[src/rtl/prio_arbiter_if.sv]
`default_nettype none
// ============================================================================
//  Module      : prio_arbiter_if
//  Description : Request/grant bundle between the requesters and the
//                prio_arbiter.
//                  req        : request vector, bit i = requester i
//                  done       : current grantee releases the resource
//                  gnt_valid  : a grant is held
//                  gnt_idx    : binary index of the grantee
//                  gnt_onehot : one-hot grant (0 when no grant is held)
//                modport master : requester side (drives req/done)
//                modport slave  : arbiter side (drives the grant outputs)
//  Revision    : 1.0 - initial release
// ============================================================================
interface prio_arbiter_if #(
    parameter int N = 2
);
    logic [(1<<N)-1:0] req;
    logic              done;
    logic              gnt_valid;
    logic [N-1:0]      gnt_idx;
    logic [(1<<N)-1:0] gnt_onehot;

    modport master (
        output req,
        output done,
        input  gnt_valid,
        input  gnt_idx,
        input  gnt_onehot
    );

    modport slave (
        input  req,
        input  done,
        output gnt_valid,
        output gnt_idx,
        output gnt_onehot
    );
endinterface
`default_nettype wire

[src/rtl/prio_arbiter.sv]
`default_nettype none
// ============================================================================
//  Module      : prio_arbiter
//  Description : Registered, locking priority arbiter for 2^N requesters.
//                Fixed mode (RR=0): highest requesting index wins.
//                Round-robin mode (RR=1): search starts at ptr and wraps;
//                ptr moves to winner+1 on every load.
//                A grant is held until the grantee asserts done; done with
//                pending requests re-arbitrates back-to-back.
//  Ports       : clk   - rising-edge clock
//                rst_n - asynchronous active-low reset
//                bus   - prio_arbiter_if.slave (req/done in, grant out)
//  Revision    : 1.0 - initial release
// ============================================================================
module prio_arbiter #(
    parameter int N  = 2,
    parameter bit RR = 1'b0
) (
    input  wire              clk,
    input  wire              rst_n,
    prio_arbiter_if.slave    bus
);
    localparam int W = 1 << N;

    localparam logic [0:0] S_IDLE  = 1'b0;
    localparam logic [0:0] S_GRANT = 1'b1;

    logic [0:0]   r_state;
    logic [0:0]   w_state_nxt;
    logic         r_valid;
    logic [N-1:0] r_idx;
    logic [W-1:0] r_onehot;
    logic [N-1:0] r_ptr;

    logic         w_valid_nxt;
    logic [N-1:0] w_idx_nxt;
    logic [W-1:0] w_onehot_nxt;
    logic [N-1:0] w_ptr_nxt;

    logic         w_any;
    logic         w_load;
    logic         w_clear;
    logic [N-1:0] w_win;
    logic [N-1:0] w_cand;

    assign w_any   = |bus.req;
    // In GRANT, done is the only way to move the grant (lock).
    assign w_load  = w_any && ((r_state == S_IDLE) || bus.done);
    assign w_clear = (r_state == S_GRANT) && bus.done && !w_any;

    // Winner select. Loops overwrite so the last hit is the winner:
    // ascending index for fixed priority (highest wins), descending
    // search offset for round-robin (first from ptr wins).
    always_comb begin
        w_win  = '0;
        w_cand = '0;
        if (RR == 1'b0) begin
            for (int i = 0; i < W; i++) begin
                if (bus.req[i]) begin
                    w_win = N'(i);
                end
            end
        end else begin
            for (int k = W - 1; k >= 0; k--) begin
                w_cand = r_ptr + N'(k);
                if (bus.req[w_cand]) begin
                    w_win = w_cand;
                end
            end
        end
    end

    // State register (plus the registered outputs and pointer)
    always_ff @(posedge clk or negedge rst_n) begin
        if (!rst_n) begin
            r_state  <= S_IDLE;
            r_valid  <= 1'b0;
            r_idx    <= '0;
            r_onehot <= '0;
            r_ptr    <= '0;
        end else begin
            r_state  <= w_state_nxt;
            r_valid  <= w_valid_nxt;
            r_idx    <= w_idx_nxt;
            r_onehot <= w_onehot_nxt;
            r_ptr    <= w_ptr_nxt;
        end
    end

    // Next-state logic
    always_comb begin
        w_state_nxt = r_state;
        case (r_state)
            S_IDLE:  if (w_any)   w_state_nxt = S_GRANT;
            S_GRANT: if (w_clear) w_state_nxt = S_IDLE;
            default: w_state_nxt = S_IDLE;
        endcase
    end

    // Output logic: next values of the registered grant outputs
    always_comb begin
        w_valid_nxt  = r_valid;
        w_idx_nxt    = r_idx;
        w_onehot_nxt = r_onehot;
        w_ptr_nxt    = r_ptr;
        if (w_load) begin
            w_valid_nxt  = 1'b1;
            w_idx_nxt    = w_win;
            w_onehot_nxt = W'(1) << w_win;
            if (RR == 1'b1) begin
                w_ptr_nxt = w_win + N'(1);
            end
        end else if (w_clear) begin
            w_valid_nxt  = 1'b0;
            w_idx_nxt    = '0;
            w_onehot_nxt = '0;
        end
    end

    assign bus.gnt_valid  = r_valid;
    assign bus.gnt_idx    = r_idx;
    assign bus.gnt_onehot = r_onehot;

endmodule
`default_nettype wire

[src/flat_wrapper.sv]
// flat-port wrapper written by rule: the top's interface ports become plain ports
module prio_arbiter_flat 
#(
    parameter int N  = 2,
    parameter bit RR = 1'b0
)
  (clk, rst_n, bus_req, bus_done, bus_gnt_valid, bus_gnt_idx, bus_gnt_onehot);
  prio_arbiter_if #(.N(N)) bus_i ();
  input  wire clk;
  input  wire rst_n;
  input wire logic [$bits(bus_i.req)-1:0] bus_req;
  input wire logic [$bits(bus_i.done)-1:0] bus_done;
  output wire logic [$bits(bus_i.gnt_valid)-1:0] bus_gnt_valid;
  output wire logic [$bits(bus_i.gnt_idx)-1:0] bus_gnt_idx;
  output wire logic [$bits(bus_i.gnt_onehot)-1:0] bus_gnt_onehot;
  assign bus_i.req = bus_req;
  assign bus_i.done = bus_done;
  assign bus_gnt_valid = bus_i.gnt_valid;
  assign bus_gnt_idx = bus_i.gnt_idx;
  assign bus_gnt_onehot = bus_i.gnt_onehot;
  prio_arbiter #(.N(N), .RR(RR)) u_core (.clk(clk), .rst_n(rst_n), .bus(bus_i));
endmodule
[config.mk]
export PLATFORM = sky130hd
export DESIGN_NAME = prio_arbiter_flat
export DESIGN_NICKNAME = d
export VERILOG_FILES = /design/src/rtl/prio_arbiter_if.sv /design/src/rtl/prio_arbiter.sv /design/src/flat_wrapper.sv
export SDC_FILE = /design/constraint.sdc
export NUM_CORES = 1
export LEC_CHECK = 0
export ABC_AREA = 1
export CAP_MARGIN = 20
export CORE_AREA = 2 2 39 41
export CTS_BUF_LIST = sky130_fd_sc_hd__clkbuf_8
export DETAILED_ROUTE_END_ITERATION = 10
export DIE_AREA = 0 0 41 43
export GPL_TIMING_DRIVEN = 1
export PLACE_DENSITY_LB_ADDON = 0.12
export SLEW_MARGIN = 20
export SYNTH_ARGS = -nofsm -noshare
export SYNTH_HDL_FRONTEND = slang
export SYNTH_SLANG_ARGS = --single-unit
[constraint.sdc]
create_clock -name clk -period 2 [get_ports clk]
set_input_delay 0.3 -clock clk [delete_from_list [all_inputs] [get_ports clk]]
set_output_delay 0.3 -clock clk [all_outputs]
set_load 0.05 [all_outputs]
Yosys cells after proc, flatten, opt, wreduce, memory -nomap -nowiden:

Cells that the tools add are included.

* bits in registers: 8
* output and inout bits: 7
* word-level logic and storage cells: 25

* shift-type cells: 1
* muxes and demuxes: 12
* bitwise logic cells: 1
* reduce and logical (&&, ||, !) cells: 7

Operator list (count)
* $mux W2: 4
* $mux W4: 2
* $mux W1: 5
* $reduce_or A4 Y1: 1
* $shl A1 B2 Y4 const A: 1
* $logic_and A1 B1 Y1: 3
* $pmux W1 S2: 1
* $reduce_bool A2 Y1: 1
* $logic_not A1 Y1: 1
* $logic_or A1 B1 Y1: 1
* $not A1 Y1: 1

Longest topological paths before layout:

* depth after elaboration: 5
* depth in mapped cells: 5
* depth with buffers taken out: 5

Least setup slack after synthesis:

No wires, ideal clock.

* kind: flip-flop to output port
* start: reg u_core.r_idx[0], in the netlist u_core.bus.gnt_idx[0]
* end: out bus_gnt_idx[0]
* arrival time: 601 ps
* data required time: 1700 ps
* setup slack: 1099 ps
* cell stages (with the launch flop): 1
* buffers on the path: 0
* path through: dfrtp_1

RTL lines
* start, declared: line prio_arbiter.sv:31 `logic [N-1:0] r_idx;`
* start signal, assigned: line prio_arbiter.sv:84 `r_idx <= w_idx_nxt;`
* end, declared: line flat_wrapper.sv:14 `output wire logic [$bits(bus_i.gnt_idx)-1:0] bus_gnt_idx;`

No word-level cell between the ends.

Final worst setup path:

* start: reg u_core.r_onehot[2], in the netlist u_core.bus.gnt_onehot[2]
* end: out bus_gnt_onehot[2]

RTL lines
* start, declared: line prio_arbiter.sv:32 `logic [W-1:0] r_onehot;`
* start signal, assigned: line prio_arbiter.sv:85 `r_onehot <= w_onehot_nxt;`
* end, declared: line flat_wrapper.sv:15 `output wire logic [$bits(bus_i.gnt_onehot)-1:0] bus_gnt_onehot;`

No word-level cell between the ends.

==> results_dict.tcl <==
set metrics [dict create \
    die_h_um 43 \
    grt_start_max_net_pins 9 \
    die_w_um 41 \
    synth_cell_types 11 \
    area_delta_synth_final_pct 52.2 \
    antenna_left 0 \
    fin_setup_tns_ps 0 \
    drt-total-wl_um 718 \
    slew_headroom_pct 66.8 \
    crit_arrival_ps 1360 \
    peakVddDrop_mv 0.381 \
    maxCapViolations 0 \
    cts_tree "done" \
    crit_path_max_incr_delay_ps 800 \
    grt_pass1_wl_mm 1.22 \
    multiInputGateArea_um2 155 \
    finClkSkew_ps 1.68 \
    critPathLaunchType "flip-flop" \
    setup_violations 0 \
    synth_area_um2 367 \
    cp_cell_sequence "clkdlybuf4s50_1" \
    start_util_pct 26.5 \
    place_hpwl_um 566 \
    synthArstFlopShare_pct 100 \
    synth_compound_area_share_pct 2.73 \
    row_count 14 \
    critPathSlowestCell "clkdlybuf4s50_1" \
    min_period_over_period_pct 83.2 \
    gp_congestion 0.662 \
    grt_pass1_vias 283 \
    synth-main-ff-cell "dfrtp_1" \
    p_leak_nw 0.266 \
    cts_resized 0 \
    hold_class "primary input to async pin" \
    antenna_found_initial 0 \
    syn_area_per_cell_um2 9.40 \
    rsz0062_at_grt "false" \
    muxShareOfSynthArea_pct 0 \
    netlist_top_cells_area "dfrtp_1, nand3_1, nand2_1" \
    antenna_cells 0 \
    numCtsBuffers 3 \
    synth_edf_count 0 \
    clk_pin_slew_ps 40 \
    finalNetCount 64 \
    fin_crit_ps 1660 \
    drive_gt1_share_pct 18.2 \
    endpoint_kind "output port" \
    outcome "completed" \
    synthAdderAreaFrac_pct 0 \
    synth_simple_gate_area_share_pct 39.6 \
    ys_ff_latch 8 \
    root_buffer "clkbuf_8" \
    cts.sinks 8 \
    critPathKind "flip-flop to output port" \
    synth_warnings 0 \
    postCtsSetupRepairBufs 0 \
    drv_slew 0 \
    required_ps 1700 \
    yosysTopAreaCellShare_pct 54.6 \
    drt-pass1-iter-count 4 \
    gr-usage-all-layers_pct 10.7 \
    top_level_ports 14 \
    worst_pin_slew_ps 496 \
    worst_hold_slack_ps 363 \
    cts_buffer_depth 2 \
    synth_nets 46 \
    fillers 156 \
    synth_common_cells "nand2_1, dfrtp_1, nand3_1" \
    drc 0 \
    clkLatencyLatePin_ps 220 \
    crit_path_max_fanout 2 \
    viasPerCell 4.41 \
    yosysMostFrequentCell "nand2_1" \
    wire_per_inst_um 10.1 \
    dieArea_um2 1760 \
    hold_buffers 0 \
    drt_iter0_markers 6 \
    seq_area_um2 200 \
    critical_path_buf_inv_count 1 \
    synth_top_family_by_area "simple AND/OR/NAND/NOR gates" \
    io_buffers 13 \
    pwr_density_cell_nw_per_um2 839 \
    grt_overflow_total 0 \
    timing.fmax_mhz 601 \
    cpLargestDelayFamily "buffers and inverters" \
    synth_top_cell_by_area "dfrtp_1" \
    vias 313 \
    core_area_um2 1380 \
    h-tree-depth 1 \
    syn_inst 39 \
    finalHoldViolations 0 \
    ys_seq_area_share_pct 54.6 \
    synth_xor_area_share_pct 0 \
]
## cells in the final DEF (no fill, tap or decap)
cell,netlist,layout
nor2_4,1,1
clkdlybuf4s50_1,0,13
nand2_1,9,9
nand2_4,2,2
nand2_2,2,2
clkbuf_8,0,3
o21ai_0,2,2
inv_2,1,1
nand4_1,3,3
inv_1,2,2
nor2_2,1,1
nand3_1,8,8
dfrtp_1,8,8
## metrics by stage
stage	utilization, %	std cells	instance area [um2]	setup slack, ps	total power, mW
after floorplan	-	39	367	1100	0.241
after global placement	37.3	68	517	569	0.285
after detailed placement	37.3	68	517	566	0.285
after CTS	40.3	71	558	327	0.476
after global routing	40.3	71	558	281	0.493
final	40.3	71	558	335	0.468
## where the power goes
| group | leakage [nW] | internal, mW | switching, mW |
|---|---|---|---|
| logic | 0.147 | 0.0368 | 0.0666 |
| registers | 0.0971 | 0.173 | 0.00505 |
| clock network | 0.0216 | 0.130 | 0.0566 |
## per-layer routing
metal	share of wire, %	vias to the layer above	global-route usage (%)
li1	-	164	-
met1	49	135	15.8
met2	42	12	12.5
met3	7.7	2	3.14
met4	1.3	0	8.00
met5	0	-	0
## worst paths after layout
kind / start / end / slack [ps] / depth (start not counted)
max reg2reg: u_core.r_state$_DFF_PN0_ / u_core.bus.gnt_onehot[1]$_DFFE_PN0P_ / 1110 / 4
max: u_core.bus.gnt_onehot[2]$_DFFE_PN0P_ / bus_gnt_onehot[2] / 340 / 1
min reg2reg: u_core.bus.gnt_valid$_DFFE_PN0P_ / u_core.bus.gnt_valid$_DFFE_PN0P_ / 470 / 2
min: rst_n / u_core.bus.gnt_onehot[3]$_DFFE_PN0P_ / 360 / 1
min in group clk: u_core.bus.gnt_valid$_DFFE_PN0P_ / u_core.bus.gnt_valid$_DFFE_PN0P_ / 470 / 2
max in group asynchronous: rst_n / u_core.bus.gnt_onehot[1]$_DFFE_PN0P_ / 1370 / 1
## cells by family after synthesis
family	count (synthesis)
flip-flops	8
buffers and inverters	3
AO/OA/AOI/OAI	2
AND/OR/NAND/NOR	26
## registers in the layout, summed over array words and instances, names as in the netlist
signal	flops
u_core.bus.gnt_onehot	4
u_core.bus.gnt_idx	2
u_core.bus.gnt_valid	1
u_core.r_state	1
## final cells by class
| class | instances | share of cell area, % |
|---|---|---|
| inverters | 3 | 2.02 |
| clock buffers | 3 | 7.40 |
| well taps | 16 | 3.59 |
| flip-flops and latches | 8 | 35.9 |
| repair buffers | 13 | 23.3 |
| multi-input cells | 28 | 27.8 |
(Power assumes the default switching activity.)
